<file path="config.mk">
export PLATFORM = sky130hd
export DESIGN_NAME = game_status_display
export DESIGN_NICKNAME = d
export VERILOG_FILES = /design/src/rtl/game_status_display.sv
export SDC_FILE = /design/constraint.sdc
export NUM_CORES = 1
export LEC_CHECK = 0
export ABC_AREA = 1
export CAP_MARGIN = 20
export CORE_MARGIN = 3
export CORE_UTILIZATION = 59
export CTS_CLUSTER_DIAMETER = 80
export DETAILED_ROUTE_END_ITERATION = 7
export PLACE_DENSITY = 0.83
export REMOVE_ABC_BUFFERS = 1
export SYNTH_ARGS = -nofsm -noshare
export SYNTH_HDL_FRONTEND = slang
export SYNTH_SLANG_ARGS = --single-unit
export TNS_END_PERCENT = 5
</file>
<file path="constraint.sdc">
create_clock -name clk -period 3.7 [get_ports clk]
set_input_delay 0.74 -clock clk [delete_from_list [all_inputs] [get_ports clk]]
set_output_delay 0.74 -clock clk [all_outputs]
set_load 0.01 [all_outputs]
</file>
<file path="src/rtl/game_status_display.sv">
// -----------------------------------------------------------------------------
// game_status_display
//   Status front panel for up to eight game channels. The lowest-numbered
//   running channel owns the display: its fill level drives the LED bar and
//   its hex word is scanned onto a multiplexed 7-segment display. When every
//   channel stops, the last word is held and blinks until blank clears the
//   panel back to idle.
//
// Ports
//   clk        : clock, rising edge
//   clr_n      : asynchronous active-low reset
//   en         : [N_CH] per-channel game-running flags
//   level      : [N_CH*LVL_W] per-channel LED fill levels
//   value      : [N_CH*DATA_W] per-channel hex display words
//   blank      : forces the 7-segment display dark
//   an         : [DIGITS] digit anodes, active-low
//   seg        : [7] segments a..g (seg[6]=a), active-low
//   led        : [LED_W] LED bar, filled from the MSB
//   active_ch  : [3] channel currently shown
//   state      : [2] IDLE=0, PLAY=1, OVER=2
// -----------------------------------------------------------------------------
module game_status_display #(
  parameter int N_CH      = 2,
  parameter int LED_W     = 16,
  parameter int DIGITS    = 4,
  parameter int SCAN_DIV  = 100000,
  parameter int BLINK_DIV = 25000000,
  localparam int LVL_W    = $clog2(LED_W + 1),
  localparam int DATA_W   = 4 * DIGITS
) (
  input  logic                     clk,
  input  logic                     clr_n,
  input  logic [N_CH-1:0]          en,
  input  logic [N_CH*LVL_W-1:0]    level,
  input  logic [N_CH*DATA_W-1:0]   value,
  input  logic                     blank,
  output logic [DIGITS-1:0]        an,
  output logic [6:0]               seg,
  output logic [LED_W-1:0]         led,
  output logic [2:0]               active_ch,
  output logic [1:0]               state
);

  localparam int DIG_W   = (DIGITS > 1) ? $clog2(DIGITS) : 1;
  localparam int SCAN_W  = $clog2(SCAN_DIV);
  localparam int BLINK_W = $clog2(BLINK_DIV);

  typedef enum logic [1:0] {IDLE = 2'd0, PLAY = 2'd1, OVER = 2'd2} state_t;

  state_t               state_reg, state_next;
  logic [2:0]           active_ch_reg;
  logic [DATA_W-1:0]    disp_word_reg;
  logic [LED_W-1:0]     led_reg;
  logic [SCAN_W-1:0]    scan_cnt_reg;
  logic [DIG_W-1:0]     digit_reg;
  logic [BLINK_W-1:0]   blink_cnt_reg;
  logic                 blink_phase_reg;
  logic [DIGITS-1:0]    an_reg, an_next;
  logic [6:0]           seg_reg, seg_next;

  // Unpack the per-channel buses.
  logic [LVL_W-1:0]     lvl_arr [N_CH];
  logic [DATA_W-1:0]    val_arr [N_CH];

  for (genvar gi = 0; gi < N_CH; gi++) begin : g_unpack
    assign lvl_arr[gi] = level[gi*LVL_W +: LVL_W];
    assign val_arr[gi] = value[gi*DATA_W +: DATA_W];
  end

  // Lowest enabled channel wins; higher en bits are ignored.
  logic                 any_en;
  logic [2:0]           sel_idx;
  logic [LVL_W-1:0]     sel_lvl;
  logic [DATA_W-1:0]    sel_val;

  always_comb begin
    any_en  = 1'b0;
    sel_idx = '0;
    sel_lvl = '0;
    sel_val = '0;
    for (int i = 0; i < N_CH; i++) begin
      if (en[i] && !any_en) begin
        any_en  = 1'b1;
        sel_idx = 3'(i);
        sel_lvl = lvl_arr[i];
        sel_val = val_arr[i];
      end
    end
  end

  // Thermometer fill from the MSB: bit gi is lit once the level reaches
  // LED_W-gi, so levels above LED_W saturate to all ones.
  logic [LED_W-1:0] fill;

  for (genvar gi = 0; gi < LED_W; gi++) begin : g_fill
    assign fill[gi] = ({1'b0, sel_lvl} >= (LVL_W+1)'(LED_W - gi));
  end

  // ---------------- FSM: state register ----------------
  always_ff @(posedge clk or negedge clr_n) begin
    if (!clr_n) state_reg <= IDLE;
    else        state_reg <= state_next;
  end

  // ---------------- FSM: next state ----------------
  always_comb begin
    state_next = state_reg;
    case (state_reg)
      IDLE:    if (any_en) state_next = PLAY;
      PLAY:    if (!any_en) state_next = OVER;
      OVER: begin
        if (any_en)     state_next = PLAY;
        else if (blank) state_next = IDLE;
      end
      default: state_next = IDLE;
    endcase
  end

  // ---------------- FSM: outputs (display drive) ----------------
  logic [3:0] nib;
  logic [6:0] seg_on;   // active-high abcdefg
  logic       dark;

  always_comb begin
    nib     = '0;
    an_next = '1;
    for (int d = 0; d < DIGITS; d++) begin
      if (digit_reg == DIG_W'(d)) begin
        nib        = disp_word_reg[d*4 +: 4];
        an_next[d] = 1'b0;
      end
    end
    case (nib)
      4'h0: seg_on = 7'h7E;
      4'h1: seg_on = 7'h30;
      4'h2: seg_on = 7'h6D;
      4'h3: seg_on = 7'h79;
      4'h4: seg_on = 7'h33;
      4'h5: seg_on = 7'h5B;
      4'h6: seg_on = 7'h5F;
      4'h7: seg_on = 7'h70;
      4'h8: seg_on = 7'h7F;
      4'h9: seg_on = 7'h7B;
      4'hA: seg_on = 7'h77;
      4'hB: seg_on = 7'h1F;
      4'hC: seg_on = 7'h4E;
      4'hD: seg_on = 7'h3D;
      4'hE: seg_on = 7'h4F;
      default: seg_on = 7'h47;
    endcase
    seg_next = ~seg_on;
    dark     = blank || ((state_reg == OVER) && blink_phase_reg);
    if (dark) begin
      an_next  = '1;
      seg_next = 7'h7F;
    end
  end

  // ---------------- Datapath registers ----------------
  always_ff @(posedge clk or negedge clr_n) begin
    if (!clr_n) begin
      active_ch_reg <= '0;
      disp_word_reg <= '0;
      led_reg       <= '0;
    end else begin
      if (state_next == PLAY) begin
        active_ch_reg <= sel_idx;
        disp_word_reg <= sel_val;
        led_reg       <= fill;
      end else begin
        led_reg <= '0;
        // OVER keeps the last word on display; IDLE clears it.
        if (state_next == IDLE) disp_word_reg <= '0;
      end
    end
  end

  // Free-running digit scan.
  always_ff @(posedge clk or negedge clr_n) begin
    if (!clr_n) begin
      scan_cnt_reg <= '0;
      digit_reg    <= '0;
    end else if (scan_cnt_reg == SCAN_W'(SCAN_DIV - 1)) begin
      scan_cnt_reg <= '0;
      digit_reg    <= (digit_reg == DIG_W'(DIGITS - 1)) ? '0 : digit_reg + 1'b1;
    end else begin
      scan_cnt_reg <= scan_cnt_reg + 1'b1;
    end
  end

  // Blink phase restarts lit on each entry to OVER.
  always_ff @(posedge clk or negedge clr_n) begin
    if (!clr_n) begin
      blink_cnt_reg   <= '0;
      blink_phase_reg <= 1'b0;
    end else if ((state_reg == OVER) && (state_next == OVER)) begin
      if (blink_cnt_reg == BLINK_W'(BLINK_DIV - 1)) begin
        blink_cnt_reg   <= '0;
        blink_phase_reg <= ~blink_phase_reg;
      end else begin
        blink_cnt_reg <= blink_cnt_reg + 1'b1;
      end
    end else begin
      blink_cnt_reg   <= '0;
      blink_phase_reg <= 1'b0;
    end
  end

  // Registered display drive, dark during reset.
  always_ff @(posedge clk or negedge clr_n) begin
    if (!clr_n) begin
      an_reg  <= '1;
      seg_reg <= 7'h7F;
    end else begin
      an_reg  <= an_next;
      seg_reg <= seg_next;
    end
  end

  assign an        = an_reg;
  assign seg       = seg_reg;
  assign led       = led_reg;
  assign active_ch = active_ch_reg;
  assign state     = state_reg;

endmodule
</file>
==> metrics.md <==
| Metric | Value |
|---|---|
| Status | `complete, no violations` |
| Largest net degree at the start of global routing | `63` |
| Total grt overflow | `0` |
| Data arrival, critical path | `2760 ps` |
| Int Power | `1.47 mW` |
| Hold buffer count at cts | `0` |
| Layout cells sized above 1 | `13.9%` |
| GRT Total Usage | `24.4%` |
| Power Total | `2.04 mW` |
| Number of global-route vias before repair | `4375` |
| Max reg flops | `25` |
| Post-synthesis async set-or-reset flop share | `100%` |
| Die area | `9730 µm²` |
| Achievable Freq | `404 MHz` |
| Global-route wire length before repair | `19500 µm` |
| Initial antenna violation count | `0` |
| Seq. cell area | `2290 µm²` |
| Critical Path Max Stage Delay | `670 ps` |
| Setup violators final | `0` |
| Crit path max-delay cell type | `clkdlybuf4s50_1` |
| CP max FO | `20` |
| Post-DRT Antenna Nets | `0` |
| Final setup TNS | `0 ps` |
| Clock share of power | `31.5%` |
| Netlist cell types | `46` |
| Final HPWL DP | `8540 µm` |
| CP Cell Sequence | `clkdlybuf4s50_1 > inv_12 > nand2_2 > nand2_1 > inv_1 > nand2_1 > o211ai_1` |
| Register bit total from synthesis | `91` |
| Clk_skew | `10.2 ps` |
| Initial core utilization | `61.3%` |
| Row cnt | `33` |
| Initial drt markers | `284` |
| Routed len/inst | `14.1 µm` |
| Num Clock Sinks | `91` |
| Startpoint Class | `primary input` |
| Max-cap violations | `0` |
| CTS tree | `done` |
| Crit share post-route | `66.8%` |
| Area added between synthesis and finish | `20.3%` |
| Logic pwr share | `16.1%` |
| Worst-path clk slew | `100 ps` |
| R2r setup slk | `1510 ps` |
| Actual slew at the worst max-slew pin | `761 ps` |
| First-pass detailed-route iteration total | `6` |
| Slew Viols, Final | `0` |
| Fin crit period | `2470 ps` |
| Buf/Inv on CP | `3` |
| CTS Buffer Depth | `2` |
| DIE WIDTH | `98.6 µm` |
| Peak VDD IR | `0.205 mV` |
| IO Port Bufs | `76` |
| Root buf cell | `clkbuf_8` |
| Part of the power in registers | `52.4%` |
| FILL cells | `623` |
| Critical path endpoint category | `flop` |
| Hold crit path type | `primary input to asynchronous set/reset pin` |
| Post-CTS Resized | `0` |
| WS Path Type | `primary input to flop` |
| Die Y | `98.6 µm` |
| Ports | `79` |
| H-tree depth | `3` |
| Num CTS Buffers | `9` |
| Most used DFF post-synth | `dfrtp_1` |
| Post-layout nets | `750` |
| GP Congestion | `0.887` |
| Multi-input logic area | `2360 µm²` |
| Routed WL | `11300 µm` |
| RSZ-0062 raised after global routing | `false` |
| Post-Syn Instances | `612` |
| Via density | `5.46` |
| Core area | `8260 µm²` |
| Clk_lat worst skew | `360 ps` |
| Synthesized cell area | `5060 µm²` |
| CP top delay family | `buffers and inverters` |
| Antenna cell count | `0` |
| Max_slew headroom | `49.3%` |
| Count of final hold-check violations | `0` |
| Ys Warns | `0` |
| Worst EP required | `3980 ps` |
| Switching Share | `28.1%` |
| PwrDens | `336 nW/µm²` |
| Routed vias | `4374` |
| # DRC | `0` |
| P_sw | `0.574 mW` |
| Sequential-to-total area share from yosys stat | `45.3%` |
| Crit path top cell by count | `nand2_1` |
| # Post-CTS Setup Buffers | `0` |
| Syn_area_per_cell | `8.27 µm²` |
| Count of flip-flops with a built-in enable after synthesis | `0` |
| Static Leak | `2.73 nW` |
==> layout make-up <==
| type | instances | area share, % |
|---|---|---|
| Tap cell | 105 | 2.16 |
| Sequential cell | 91 | 37.6 |
| Clock inverter | 7 | 1.07 |
| Inverter | 86 | 5.59 |
| Multi-Input combinational cell | 424 | 38.7 |
| Timing Repair Buffer | 79 | 12.8 |
| Clock buffer | 9 | 2.03 |
==> per-stage QoR <==
step,std cells,util [%],setup WS [ps],hold slack [ps],cell area (µm²)
after floorplan,601,-,1890,433,4990
after global placement,785,71.5,907,448,5900
after detailed placement,785,71.5,839,478,5900
after CTS,801,73.7,1240,464,6090
after global routing,801,73.7,983,505,6090
final,801,73.7,1230,434,6090
==> cells in the mapped netlist (2+ instances only) <==
master | instances | area share (%)
nor2_4 | 4 | 0.89
buf_6 | 2 | 0.44
nand2_1 | 137 | 10
inv_2 | 18 | 1.3
inv_1 | 65 | 4.8
a22o_1 | 25 | 4.3
nand2_4 | 2 | 0.44
nor2_1 | 70 | 5.2
nand4_1 | 9 | 1.1
nand3_1 | 51 | 5.0
nor3b_1 | 2 | 0.30
o21ai_2 | 2 | 0.35
buf_2 | 7 | 0.69
o21ai_0 | 10 | 0.99
nand2_2 | 15 | 1.9
a31oi_1 | 3 | 0.37
a21oi_2 | 2 | 0.35
nor2_2 | 7 | 0.87
nor4_2 | 2 | 0.49
nor3_2 | 2 | 0.40
nor3_4 | 2 | 0.64
dfrtp_1 | 80 | 40
o21ai_1 | 4 | 0.40
dfstp_2 | 11 | 5.7
nand3b_1 | 2 | 0.30
a21oi_1 | 11 | 1.1
ha_1 | 12 | 3.0
buf_4 | 2 | 0.30
o211ai_1 | 2 | 0.30
xor2_1 | 17 | 2.9
nor3_1 | 18 | 1.8
o22ai_2 | 2 | 0.49
==> metal layers <==
layer	up-vias	track usage, %	wire (µm)
li1	2134	-	-
met1	2064	31.6	4790
met2	156	41.3	5690
met3	20	5.24	667
met4	0	7.35	171
met5	-	0	0
==> power groups by stage <==
stage	clock (mW)	sequential, mW	combinational (mW)
after floorplan	0	1.10	0.136
after global placement	0	1.09	0.317
after detailed placement	0	1.09	0.328
after CTS	0.661	1.07	0.330
after global routing	0.703	1.08	0.361
final	0.644	1.07	0.329
==> worst paths after layout <==
check | from | to | cells after the start
max reg2reg | digit_reg[1]$_DFFE_PN0N_ | seg[3]$_DFF_PN1_ | 12
min | clr_n | blink_cnt_reg[10]$_DFF_PN0_ | 1
max | en[0] | led[13]$_DFF_PN0_ | 7
min reg2reg | scan_cnt_reg[2]$_DFF_PN0_ | scan_cnt_reg[2]$_DFF_PN0_ | 1
min in group clk | scan_cnt_reg[2]$_DFF_PN0_ | scan_cnt_reg[2]$_DFF_PN0_ | 1
max in group asynchronous | clr_n | an[0]$_DFF_PN1_ | 2
==> kinds of logic after synthesis <==
logic type | count (synthesis) | share of synthesized area (%)
AO/OA/AOI/OAI | 65 | 9.74
XOR/XNOR | 17 | 2.94
adder cells (fa/ha/maj) | 12 | 2.97
buffers and inverters | 98 | 8.23
flip-flops | 91 | 45.3
other | 1 | 0.0741
AND/OR/NAND/NOR | 328 | 30.8
==> cells in the final DEF, fill, tap and decap left out, types with 3 or more instances in the layout <==
cell / netlist / layout
inv_2: 18 / 18
a31oi_1: 3 / 3
clkbuf_8: 0 / 9
dfstp_2: 11 / 11
nand4_1: 9 / 9
inv_1: 65 / 65
buf_4: 2 / 4
inv_6: 1 / 4
a21oi_1: 11 / 11
o21ai_1: 4 / 4
nor3_1: 18 / 18
nand2_2: 15 / 15
clkdlybuf4s50_1: 0 / 75
nand2_1: 137 / 137
nor2_1: 70 / 70
nor2_2: 7 / 7
o21ai_0: 10 / 10
nor2_4: 4 / 4
nand3_1: 51 / 51
dfrtp_1: 80 / 80
xor2_1: 17 / 17
ha_1: 12 / 12
a22o_1: 25 / 25
(Power assumes the default switching activity.)
